File: config.mk
export PLATFORM = sky130hd
export DESIGN_NAME = fetch_prefetch_unit
export DESIGN_NICKNAME = d
export VERILOG_FILES = /design/src/rtl/fetch_prefetch_unit.sv
export SDC_FILE = /design/constraint.sdc
export NUM_CORES = 1
export LEC_CHECK = 0
export BUFFER_PORTS_ARGS = -buffer_cell sky130_fd_sc_hd__clkbuf_2
export CAP_MARGIN = 10
export CORE_MARGIN = 4
export CORE_UTILIZATION = 60
export CTS_BUF_LIST = sky130_fd_sc_hd__clkbuf_8
export DETAILED_ROUTE_END_ITERATION = 12
export GPL_ROUTABILITY_DRIVEN = 0
export PLACE_DENSITY = 0.77
export SLEW_MARGIN = 25
export SYNTH_ARGS = -nofsm -noshare
export SYNTH_HDL_FRONTEND = slang
export SYNTH_SLANG_ARGS = --single-unit
File: constraint.sdc
create_clock -name clk -period 8.7 [get_ports clk]
set_input_delay 0.435 -clock clk [delete_from_list [all_inputs] [get_ports clk]]
set_output_delay 0.435 -clock clk [all_outputs]
set_load 0.05 [all_outputs]
File: src/rtl/fetch_prefetch_unit.sv
// fetch_prefetch_unit
//   Instruction fetch front end. Owns the PC and issues AXI4-Lite reads with
//   up to MAX_OUTSTANDING fetches in flight or queued. Returned words are queued
//   in order with their PCs and handed to decode on a valid/ready stream.
//   A redirect flushes the queue and discards responses still on the bus. A
//   faulting response halts issue until the next redirect.
//
// Ports
//   clk, rstn                       clock, async active-low reset
//   o_im_ar{valid,addr,prot}, i_im_arready     AXI4-Lite AR channel
//   i_im_r{valid,data,resp}, o_im_rready       AXI4-Lite R channel
//   i_redirect_valid/addr           single-cycle PC redirect
//   o_inst_{valid,data,pc,fault}, i_inst_ready decode stream
//   o_perf_dropped                  stale-response count (FETCH_PERF_EN only)
//
// Build option
//   FETCH_PERF_EN : adds the saturating o_perf_dropped counter port.

module fetch_prefetch_unit #(
  parameter int               XLEN            = 32,
  parameter logic [XLEN-1:0]  RESET_ADDR      = '0,
  parameter int               MAX_OUTSTANDING = 4,
  parameter logic [2:0]       FETCH_PROT      = 3'b100
) (
  input  logic            clk,
  input  logic            rstn,
  output logic            o_im_arvalid,
  input  logic            i_im_arready,
  output logic [XLEN-1:0] o_im_araddr,
  output logic [2:0]      o_im_arprot,
  input  logic            i_im_rvalid,
  output logic            o_im_rready,
  input  logic [31:0]     i_im_rdata,
  input  logic [1:0]      i_im_rresp,
  input  logic            i_redirect_valid,
  input  logic [XLEN-1:0] i_redirect_addr,
  output logic            o_inst_valid,
  input  logic            i_inst_ready,
  output logic [31:0]     o_inst_data,
  output logic [XLEN-1:0] o_inst_pc,
  output logic            o_inst_fault
`ifdef FETCH_PERF_EN
  ,
  output logic [31:0]     o_perf_dropped
`endif
);

  localparam int            CW   = $clog2(MAX_OUTSTANDING + 1);
  localparam int            PW   = (MAX_OUTSTANDING > 1) ? $clog2(MAX_OUTSTANDING) : 1;
  localparam logic [CW-1:0] CMAX = CW'(MAX_OUTSTANDING);

  typedef struct packed {
    logic [31:0]     data;
    logic [XLEN-1:0] pc;
    logic            fault;
  } ent_t;

  typedef enum logic {ST_RUN = 1'b0, ST_HALT = 1'b1} state_t;

  state_t          state, state_next;
  logic [CW-1:0]   credit, credit_next;
  logic [CW-1:0]   drop, drop_next;
  logic [CW-1:0]   out_cnt, out_next;   // accepted ARs awaiting a response
  logic [CW-1:0]   q_cnt;
  logic [PW-1:0]   wr_ptr, rd_ptr;
  logic [XLEN-1:0] pc;                  // address of the next AR to launch
  logic [XLEN-1:0] pc_eff;
  logic [XLEN-1:0] resp_pc;             // PC of the next non-stale response
  logic [XLEN-1:0] redir_addr;
  ent_t            q_mem [MAX_OUTSTANDING];
  logic            ar_hs, ar_held, rsp, rsp_drop, push, pop, issue, redirect;
  logic            unused_redir_lsb;

  assign o_im_arprot      = FETCH_PROT;
  assign redirect         = i_redirect_valid;
  assign redir_addr       = {i_redirect_addr[XLEN-1:2], 2'b00};
  assign unused_redir_lsb = ^i_redirect_addr[1:0];

  assign o_inst_valid = (q_cnt != '0);
  assign o_inst_data  = q_mem[rd_ptr].data;
  assign o_inst_pc    = q_mem[rd_ptr].pc;
  assign o_inst_fault = q_mem[rd_ptr].fault;

  always_comb begin
    ar_hs    = o_im_arvalid & i_im_arready;
    ar_held  = o_im_arvalid & ~i_im_arready;
    rsp      = i_im_rvalid & o_im_rready;
    rsp_drop = rsp & (drop != '0);
    // A redirect in the same cycle kills both the push and the pop.
    push     = rsp & (drop == '0) & ~redirect;
    pop      = o_inst_valid & i_inst_ready & ~redirect;
    out_next = out_cnt + CW'(ar_hs) - CW'(rsp);
    pc_eff   = redirect ? redir_addr : pc;

    state_next = state;
    if (redirect)
      state_next = ST_RUN;
    else if (push && (i_im_rresp != 2'b00))
      state_next = ST_HALT;

    if (redirect) begin
      // A still-pending AR is counted in drop but not yet in credit: credit
      // picks it up through the normal handshake increment, so the pair stays
      // consistent with "credit = drop" once that AR is accepted.
      credit_next = out_next;
      drop_next   = out_next + CW'(ar_held);
    end else begin
      credit_next = credit + CW'(ar_hs) - CW'(pop) - CW'(rsp_drop);
      drop_next   = drop - CW'(rsp_drop);
    end

    issue = (state_next == ST_RUN) && (credit_next < CMAX);
  end

  always_ff @(posedge clk or negedge rstn) begin
    if (!rstn) begin
      state        <= ST_RUN;
      credit       <= '0;
      drop         <= '0;
      out_cnt      <= '0;
      o_im_arvalid <= 1'b0;
      o_im_araddr  <= RESET_ADDR;
      o_im_rready  <= 1'b0;
      pc           <= RESET_ADDR;
      resp_pc      <= RESET_ADDR;
      q_cnt        <= '0;
      wr_ptr       <= '0;
      rd_ptr       <= '0;
      for (int i = 0; i < MAX_OUTSTANDING; i++) q_mem[i] <= '0;
    end else begin
      o_im_rready <= 1'b1;  // credit bounds the queue, so R never stalls
      state       <= state_next;
      credit      <= credit_next;
      drop        <= drop_next;
      out_cnt     <= out_next;

      // AR holds address/valid until accepted; a new AR launches from pc_eff,
      // so a redirect during a stalled AR only affects the following one.
      o_im_arvalid <= ar_held | issue;
      if (!ar_held && issue) begin
        o_im_araddr <= pc_eff;
        pc          <= pc_eff + XLEN'(4);
      end else if (redirect) begin
        pc <= redir_addr;
      end

      if (redirect)
        resp_pc <= redir_addr;
      else if (push)
        resp_pc <= resp_pc + XLEN'(4);

      if (redirect) begin
        q_cnt  <= '0;
        wr_ptr <= '0;
        rd_ptr <= '0;
      end else begin
        if (push) begin
          q_mem[wr_ptr] <= '{data: i_im_rdata, pc: resp_pc, fault: (i_im_rresp != 2'b00)};
          wr_ptr        <= wr_ptr + PW'(1);
        end
        if (pop) rd_ptr <= rd_ptr + PW'(1);
        q_cnt <= q_cnt + CW'(push) - CW'(pop);
      end
    end
  end

`ifdef FETCH_PERF_EN
  always_ff @(posedge clk or negedge rstn) begin
    if (!rstn)
      o_perf_dropped <= '0;
    else if (rsp_drop && (o_perf_dropped != 32'hFFFF_FFFF))
      o_perf_dropped <= o_perf_dropped + 32'd1;
  end
`endif

endmodule

Yosys cells after proc, flatten, opt, wreduce, memory -nomap -nowiden
Index checks and enable logic that the tools add are counted.
Word-level totals
  flip-flop bits (word level): 375
  output and inout port bits: 103
Operators by class
  reduce and logical (&&, ||, !) cells: 12
  add/subtract/negate cells: 13
  $lt $le $gt $ge: 4
  mux-type cells: 19
  bitwise gates (word level): 14
Operators with widths (number)
  bitwise mux 260 bit: 1
  two-way mux 65 bit: 3
  binary-select mux 65 bit (select 2 bit): 1
  demux 65 bit (select 2 bit): 1
  two-way mux 32 bit: 4
  adder 32 x 3 -> 32 bit (second input constant): 2
  subtractor 3 x 1 -> 3 bit: 5
  adder 3 x 1 -> 3 bit: 4
  two-way mux 3 bit: 3
  AND 1 bit: 8
  two-way mux 2 bit: 4
  >= comparator 3 bit (second input constant): 2
  NOT 2 -> 3 bit: 2
  nonzero test 2 bit: 3
  nonzero test 3 bit: 2
  adder 2 x 1 -> 2 bit (second input constant): 2
  logical AND 1 bit: 4
  logical NOT 3 bit: 1
  less-than comparator 3 x 1 -> 1 bit (second input constant): 1
  less-than comparator 3 bit (second input constant): 1
  NOT 1 bit: 3
  two-way mux 1 bit: 2
  AND reduction 2 bit: 1
  logical NOT 1 bit: 1
  bitwise OR 1 bit: 1

Logic depth before layout (Yosys ltp)
Gate-level depths: netlist of the first run.
  word-level depth: 10
  depth in mapped cells: 20

Least setup slack after synthesis of the first run
OpenSTA, ideal clock, no wires.
  path kind: input -> register
  start: in i_redirect_valid
  end: reg pc[21]
  data required time: 8.571 ns
  stages on the path: 18
  path slack: 4.564 ns
  arrival: 4.007 ns
  cell sequence: buf_4 buf_2 buf_2 clkbuf_1 clkbuf_1 buf_2 nor2_1 inv_1 fa_1 ha_1 ha_1 xor3_1 nor3_1 a32oi_1 buf_2 nor4_2 nand2_1 xor2_1
Between the ends
  word-level cells in the longest chain between the ends: 9
  elaborated cells on any way between the ends: 16
  classes of those cells: add/sub: 3; order compare: 1; mux: 5; bitwise: 4; reduce/logical: 3
RTL lines
  from (decl): RTL line 35  | input logic i_redirect_valid,
  NOT 1 bit (no source line)
  AND 1 bit (on tied branches): RTL line 91, 90
  subtractor 3 x 1 -> 3 bit / logical AND 1 bit (equally long branches): RTL line 108, 98
  subtractor 3 x 1 -> 3 bit / two-way mux 1 bit (equally long branches): RTL line 108, 98
  two-way mux 3 bit / two-way mux 1 bit (equally long branches): RTL line 101, 96
  less-than comparator 3 bit / NOT 1 bit (equally long branches): RTL line 112  | issue = (state_next == ST_RUN) && (credit_next < CMAX);
  logical AND 1 bit: RTL line 112
  logical AND 1 bit: RTL line 140  | if (!ar_held && issue) begin
  two-way mux 32 bit *: RTL line 140
  to (signal assigned): RTL line 142  | pc <= pc_eff + XLEN'(4);
  to (signal assigned): RTL line 144  | pc <= redir_addr;
  to (decl): RTL line 66  | logic [XLEN-1:0] pc;
Every way passes the cells marked *; elsewhere a longest branch is shown, timed or not.
A chain may end at the register's enable or synchronous reset.

Final worst setup path of the first run
  start: reg q_cnt[1]
  end: reg pc[16]
Between the ends
  word-level cells in the longest chain between the ends: 10
RTL lines
  from (decl): RTL line 64  | logic [CW-1:0] q_cnt;
  from (signal assigned): RTL line 162  | q_cnt <= q_cnt + CW'(push) - CW'(pop);
  nonzero test 3 bit: RTL line 79  | assign o_inst_valid = (q_cnt != '0);
  AND 1 bit (2 in a row): RTL line 91  | pop = o_inst_valid & i_inst_ready & ~redirect;
  subtractor 3 x 1 -> 3 bit (2 in a row): RTL line 108  | credit_next = credit + CW'(ar_hs) - CW'(pop) - CW'(rsp_drop);
  two-way mux 3 bit: RTL line 101  | if (redirect) begin
  less-than comparator 3 bit: RTL line 112
  logical AND 1 bit: RTL line 112
  logical AND 1 bit: RTL line 140
  two-way mux 32 bit: RTL line 140
No other way between the ends.

==> flow_summary_export.csv, run 1 <==
group,metric,value,unit
clocking,cts_sinks,365,
synthesis,synth_cell_types,48,
sta,finalSetupViolCount,0,
floorplanning,die-area,0.03075,sq mm
power,p_comb_frac,0.370,
grt,grtUsageTotal,0.2326,
placement,dp_slack,4.794,ns
route,routed_wl,34.76,mm
grt,overflow,0,
floorplanning,pin_count,175,
floorplanning,fp.coreArea,0.02771,sq mm
clocking,cts_made_buffers,59,
worst_hold_path,hold_path_startpoint,"i_im_rdata[1]",
route,drt-pass1-iter-count,5,
finish,post_layout_nonfiller_instances,1840,
synthesis,avgSynthCellArea,13.44,sq um
sta,timing.setup.tns,0,ns
clocking,clkLatencyLatePin,0.59,ns
power,power_density,311.9,mW/mm^2
worst_hold_path,hold-path-endpoint,"q_mem[229]$_DFFE_PN0P_",
run_status,status,"complete, no violations",
route,drt_drc_violations_left,0,
setup_path,r2r_end,"pc[16]$_DFF_PN0_",
placement,port-buffer-count,167,
finish,final_area,0.01920,sq mm
grt,grt_max_degree,192,
power,vdd.ir_drop.worst,0.2443,mV
synthesis,synth_most_common_cell,"dfrtp_1",
setup_path,r2r_setup_slack,4.76,ns
route,drt-vias-per-instance,5.724,
setup_path,cp-start-kind,"flip-flop",
sta,tightest_slew,0.9994,ns
sta,timing.final.crit_share,0.4531,
grt,grt.busiest_layer,"met2",
grt,grt_pass1_wl,58.44,mm
setup_path,cp-end-kind,"flip-flop",
finish,drive_gt1_frac,0.4138,
power,total_power,5.988,mW
clocking,cts_tree,"yes",
route,drt_iter0_markers,626,
power,leakage,9.094,nW
setup_path,reg2reg_depth,14,
synthesis,synth_area_leaders,"dfrtp_1, mux2_2, mux4_2, xnor2_1, nand2_1",
synthesis,synth_cells,1250,
synthesis,synthArstFlopShare,1.000,
floorplanning,num_rows,61,
worst_hold_path,hold_depth,2,
sta,worst_slack,4.758,ns
setup_path,cp_data_arrival_time,4.45,ns
clocking,htreeDepth,2,
worst_hold_path,min_path_type,"primary input to flip-flop",
power,pwr-share-clk,0.258,
synthesis,synth_edf_count,0,
finish,antenna_cells,0,
clocking,path_clk_slew,0.07,ns
sta,finalHoldViolations,0,
synthesis,ys.flop_type,"dfrtp_1",
synthesis,synth_seq_cells,365,
placement,place_area,0.01788,sq mm
grt,grtUsageMet2,0.3646,
setup_path,cp_max_fo,68,
synthesis,netlist_area,0.01681,sq mm
route,via_count,10532,
clocking,cts-root-buf,"clkbuf_8",
power,netSwitchingFraction,0.3960,
finish,nNetsFinal,1506,
synthesis,seq_area_frac_synth,0.5435,
synthesis,synth.top_cell.area_share,0.5435,
sta,period_needed,3.942,ns
setup_path,critical_path_class,"flip-flop to flip-flop",
floorplanning,dieWidth,175.4,um
setup_path,r2r_start,"q_cnt[1]$_DFF_PN0_",
sta,holdWs,0.1275,ns
grt,grt_pass1_vias,11311,
synthesis,yosysWarnings,0,
finish,utilization,0.6930,
finish,syn2layout_area_growth,14.23,%
power,p_int,3.616,mW
floorplanning,start_util,0.6066,
route,wl_per_cell,18.89,um
placement,placedCellCount,1729,
sta,maxSlewHeadroom,0.3337,
grt,met1_usage,0.3393,
power,power_frac_seq,0.371,
sta,rsz0062_at_grt,"no",
route,antenna_left,0,
clocking,clockBufferDepth,3,
clocking,ctsResizeCount,0,
sta,fin_skew,0.01779,ns
synthesis,synth_top_area_cell,"dfrtp_1",
power,switching_power,2.371,mW
grt,antenna_found_initial,0,
sta,drv_slew,0,
setup_path,required,9.20,ns
placement,hpwl,21.92,mm
job,drv_cap,0,
synthesis,synth_commonest_cells,"dfrtp_1, mux2_2, nand2_1, mux4_2, nor2_1",
floorplanning,die_y,175.4,um
sta,max_freq,253.7,MHz
grt,grt_use_met3,0.04176,
==> critical path, stage by stage, from the launching register on <==
cell and delay, ns:
dfrtp_1 0.42, or3_1 0.42, nand2_1 0.12, nor2_1 0.06, inv_1 0.10, fa_1 0.43
ha_1 0.20, ha_1 0.19, xor3_1 0.22, nor3_1 0.21, a32o_2 0.17, buf_4 0.53
nand4_1 0.28, a221oi_1 0.35, xnor2_1 0.17
==> sequential cells by signal, indices dropped and copies added, names as in the netlist <==
| register | count |
|---|---|
| resp_pc | 30 |
| state | 1 |
| q_mem | 252 |
| credit | 3 |
| rd_ptr | 2 |
| wr_ptr | 2 |
| pc | 32 |
| out_cnt | 3 |
| o_im_araddr | 32 |
| o_im_rready | 1 |
| o_im_arvalid | 1 |
| drop | 3 |
| q_cnt | 3 |
==> cell type report <==
type	count	area, sq um
clock inverters	28	170.2
multi-input cells	780	7212
well taps	378	473.0
clock buffers	81	1115
repair buffers	181	988.4
fillers	1977	8507
flip-flops and latches	365	9139
inverters	27	101.3
==> cell usage in the layout (no fill, tap or decap), drive strengths merged, types with 38 or more instances in the layout <==
master and instances:
nand2 77, dfrtp 365, nor2 61, a21oi 39
mux2 254, xnor2 38, inv 43, clkbuf 246
mux4 63
==> cells by family (layout without fill, tap and decap cells) <==
logic type      Yosys count  count (layout)  synth area share
buf+inv                 109             317           0.02866
simple gates            247             247           0.07184
flops                   365             365            0.5435
xor+xnor                 70              70           0.03737
compound gates           98              98           0.03425
mux                     339             339            0.2677
fa+ha+maj                20              20           0.01623
other cells               2               6         0.0004469
==> layer usage <==
metal | wire length, um | share of wire | up-vias
li1 | - | - | 4797
met1 | 15890 | 0.46 | 5370
met2 | 16190 | 0.47 | 302
met3 | 1992 | 0.057 | 63
met4 | 698 | 0.020 | 0
met5 | 0 | 0 | -
==> worst max path at each step <==
stage | start | to | slack, ns | cells past startpoint
floorplan | i_redirect_valid | pc[21]$_DFF_PN0_ | 4.56 | 18
global placement | q_cnt[1]$_DFF_PN0_ | pc[16]$_DFF_PN0_ | 4.84 | 14
detailed placement | i_redirect_valid | pc[16]$_DFF_PN0_ | 4.79 | 15
CTS | q_cnt[1]$_DFF_PN0_ | pc[16]$_DFF_PN0_ | 4.77 | 14
global route | q_cnt[1]$_DFF_PN0_ | pc[16]$_DFF_PN0_ | 4.46 | 14
finish | q_cnt[1]$_DFF_PN0_ | pc[16]$_DFF_PN0_ | 4.76 | 14
==> power by group through the flow <==
stage | registers [mW] | logic [mW] | clock network [mW]
after floorplan | 2.41 | 1.55 | 0
after global placement | 2.24 | 2.20 | 0
after detailed placement | 2.25 | 2.24 | 0
after CTS | 2.23 | 2.24 | 1.59
after global routing | 2.27 | 2.39 | 1.67
final | 2.22 | 2.22 | 1.55
==> repair_timing <==
item | in CTS | in global routing
setup endpoints to repair | 0 | 0
hold buffers | 1 | 0
endpoints found under the hold margin | 105 | 0
setup buffers | 0 | 0
(Power assumes the default switching activity.)
==> run 2, diff against run 1 <==
--- a/config.mk
+++ b/config.mk
@@ -5,14 +5,15 @@
 export SDC_FILE = /design/constraint.sdc
 export NUM_CORES = 1
 export LEC_CHECK = 0
+export ABC_AREA = 1
 export BUFFER_PORTS_ARGS = -buffer_cell sky130_fd_sc_hd__clkbuf_2
 export CAP_MARGIN = 10
 export CORE_MARGIN = 4
-export CORE_UTILIZATION = 60
+export CORE_UTILIZATION = 55
 export CTS_BUF_LIST = sky130_fd_sc_hd__clkbuf_8
 export DETAILED_ROUTE_END_ITERATION = 12
 export GPL_ROUTABILITY_DRIVEN = 0
-export PLACE_DENSITY = 0.77
+export PLACE_DENSITY = 0.74
 export SLEW_MARGIN = 25
 export SYNTH_ARGS = -nofsm -noshare
 export SYNTH_HDL_FRONTEND = slang
==> constraint.sdc (replaced) <==
create_clock -name clk -period 3.37 [get_ports clk]
set_input_delay 0.1685 -clock clk [delete_from_list [all_inputs] [get_ports clk]]
set_output_delay 0.1685 -clock clk [all_outputs]
set_load 0.05 [all_outputs]
==> flow_summary_export.csv, run 2 <==
group,metric,value,unit
grt,grt_max_degree,127,
clocking,cts_sinks,365,
route,highest_layer,"met4",
sta,maxSlewHeadroom,0.4637,
clocking,htreeDepth,2,
clocking,cts_tree,"yes",
finish,regMostFlops,"q_mem",
route,drt_iter0_markers,1190,
synthesis,synthArstFlopShare,1.000,
setup_path,worstSetupStartpoint,"q_cnt[1]$_DFF_PN0_",
finish,layout_common_cells,"nand2_1, o21ai_0, dfrtp_1",
synthesis,seq_area_frac_synth,0.5311,
route,drt-vias-per-instance,5.474,
power,vdd.ir_drop.worst,0.6757,mV
placement,dp_slack,0.2194,ns
grt,antenna_found_initial,0,
sta,drv_slew,0,
synthesis,ys.flop_type,"dfrtp_1",
floorplanning,die-area,0.03416,sq mm
route,via_count,15109,
grt,grt_pass1_wl,72.06,mm
floorplanning,dieWidth,184.8,um
synthesis,synth_most_common_cell,"nand2_1",
route,routed_wl,44.30,mm
finish,largest_reg_flops,252,
setup_path,cp-end-kind,"flip-flop",
synthesis,synth_top_area_cell,"dfrtp_1",
synthesis,synth_commonest_cells,"nand2_1, o21ai_0, dfrtp_1, nor2_1, inv_1",
sta,timing.final.crit_share,0.9209,
synthesis,avgSynthCellArea,8.124,sq um
grt,grtUsageTotal,0.2563,
finish,syn2layout_area_growth,17.51,%
synthesis,yosysWarnings,0,
synthesis,synth_area_leaders,"dfrtp_1, nand2_1, o21ai_0, nor2_1, inv_1",
route,antenna_left,0,
finish,drive_gt1_frac,0.1396,
route,wl_per_cell,16.05,um
route,drt-pass1-iter-count,6,
floorplanning,fp.coreArea,0.03075,sq mm
placement,placedCellCount,2586,
placement,hpwl,27.60,mm
route,wl_met2,20.93,mm
setup_path,cp-start-kind,"flip-flop",
power,leakage,10.14,nW
synthesis,synth_seq_cells,365,
sta,max_freq,322.2,MHz
clocking,cts_made_buffers,59,
setup_path,required,3.86,ns
synthesis,synth_cells,2117,
route,routed-wl-met3,2.943,mm
sta,worst_slack,0.2664,ns
sta,tightest_slew,0.8045,ns
grt,grt_pass1_vias,14471,
finish,post_layout_nonfiller_instances,2760,
setup_path,critical_path_class,"flip-flop to flip-flop",
run_status,status,"complete, no violations",
clocking,cts-root-buf,"clkbuf_8",
worst_hold_path,min_path_type,"primary input to flip-flop",
sta,finalHoldViolations,0,
setup_path,r2r_start,"q_cnt[1]$_DFF_PN0_",
setup_path,cp_max_fo,6,
sta,finalSetupViolCount,0,
route,drt_drc_violations_left,0,
clocking,path_clk_slew,0.07,ns
finish,antenna_cells,0,
sta,fin_skew,0.01866,ns
grt,overflow,0,
floorplanning,num_rows,64,
synthesis,synth_edf_count,0,
setup_path,cp_data_arrival_time,3.59,ns
floorplanning,start_util,0.5593,
sta,holdWs,0.08623,ns
placement,port-buffer-count,167,
synthesis,synth_cell_types,37,
finish,final_common_cell,"nand2_1",
worst_hold_path,hold_path_startpoint,"i_im_rresp[1]",
finish,reg_top3,"q_mem x252, o_im_araddr x32, pc x32",
route,wl_met1,19.11,mm
floorplanning,pin_count,175,
sta,period_needed,3.104,ns
clocking,clkLatencyLatePin,0.60,ns
floorplanning,die_y,184.8,um
power,power_density,834.8,mW/mm^2
synthesis,netlist_area,0.01720,sq mm
job,drv_cap,0,
synthesis,synth.top_cell.area_share,0.5311,
clocking,clockBufferDepth,3,
finish,nNetsFinal,2416,
## run 2: cell count changes after synthesis, moves of 28 or more
cell | before | now
mux4_2 | 63 | 0
clkbuf_1 | 32 | 79
a21oi_1 | 39 | 11
mux2_2 | 254 | 0
nand2_1 | 77 | 573
nor2_1 | 61 | 204
xnor2_1 | 38 | 1
o22ai_1 | 1 | 63
inv_1 | 27 | 152
o21ai_0 | 34 | 426
## run 2: per-layer routing
metal | up-vias | global-route usage
li1 | 7286 | -
met4 | 0 | 0.08221
met2 | 539 | 0.4239
met3 | 94 | 0.03987
met1 | 7190 | 0.3517
met5 | - | 0
## run 2: per-stage QoR
| stage | utilization | total power [mW] | setup TNS (ns) | cell area, sq um |
|---|---|---|---|---|
| after global placement | 0.5956 | 12.91 | 0 | 18310 |
| final | 0.6573 | 16.87 | 0 | 20210 |
| after floorplan | - | 11.19 | 0 | 17210 |
| after CTS | 0.6535 | 16.74 | 0 | 20090 |
| after detailed placement | 0.5956 | 13.05 | 0 | 18310 |
| after global routing | 0.6573 | 17.91 | -0.002531 | 20210 |
## run 2: power by group
part | leakage (nW) | switching, mW | total, mW | internal (mW)
registers | 4.84 | 0.488 | 5.76 | 5.27
logic | 4.65 | 5.60 | 7.52 | 1.92
clock network | 0.652 | 1.70 | 3.59 | 1.89
## run 2: final timing paths
check	endpoint	slack, ns	cells past startpoint
worst max-delay path	pc[18]$_DFF_PN0_	0.27	18
worst min-delay path	state$_DFF_PN0_	0.09	5
worst max register to register	pc[18]$_DFF_PN0_	0.27	18
worst min register to register	q_mem[167]$_DFFE_PN0P_	0.48	2
max in group asynchronous	pc[4]$_DFF_PN0_	2.23	3
min in group asynchronous	q_mem[53]$_DFFE_PN0P_	0.24	2
## run 2: critical path, cell delays in order (launching register included)
cell and delay (ns):
dfrtp_1 0.41, or3_4 0.40, nand2_2 0.08, nor2_1 0.05, inv_1 0.07, fa_1 0.42, ha_1 0.20, ha_1 0.20
inv_1 0.06, nand2_1 0.06, nand3_1 0.07, nand3_1 0.07, nand2_1 0.12, inv_1 0.08, nand3_4 0.11, clkinvlp_4 0.23
clkbuf_16 0.23, nand3_1 0.07, nand2_1 0.06
## run 2: cells by family after synthesis
logic type / synth area share
buffers and inverters: 0.07115
AO/OA/AOI/OAI: 0.1658
adder cells (fa/ha/maj): 0.01586
AND/OR/NAND/NOR: 0.2076
other: 0.0004367
XOR/XNOR: 0.008148
flip-flops: 0.5311
## run 2: repair_timing
| action | CTS | global route |
|---|---|---|
| buffers inserted | 0 | 2 |
| hold endpoints to repair | 273 | 0 |
| endpoints found under the setup margin | 0 | 16 |
| resized for setup | 0 | 5 |
| hold buffers | 67 | 0 |
## run 2: final cells by class
type | instances | area [sq um]
clock buffer | 71 | 977.2
clock inverter | 30 | 132.6
fill | 2608 | 10540
inverter | 156 | 590.6
multi-input combinational | 1473 | 6882
sequential | 365 | 9139
tap | 396 | 495.5
timing repair buffer | 268 | 1989
timing repair inverter | 1 | 5.005
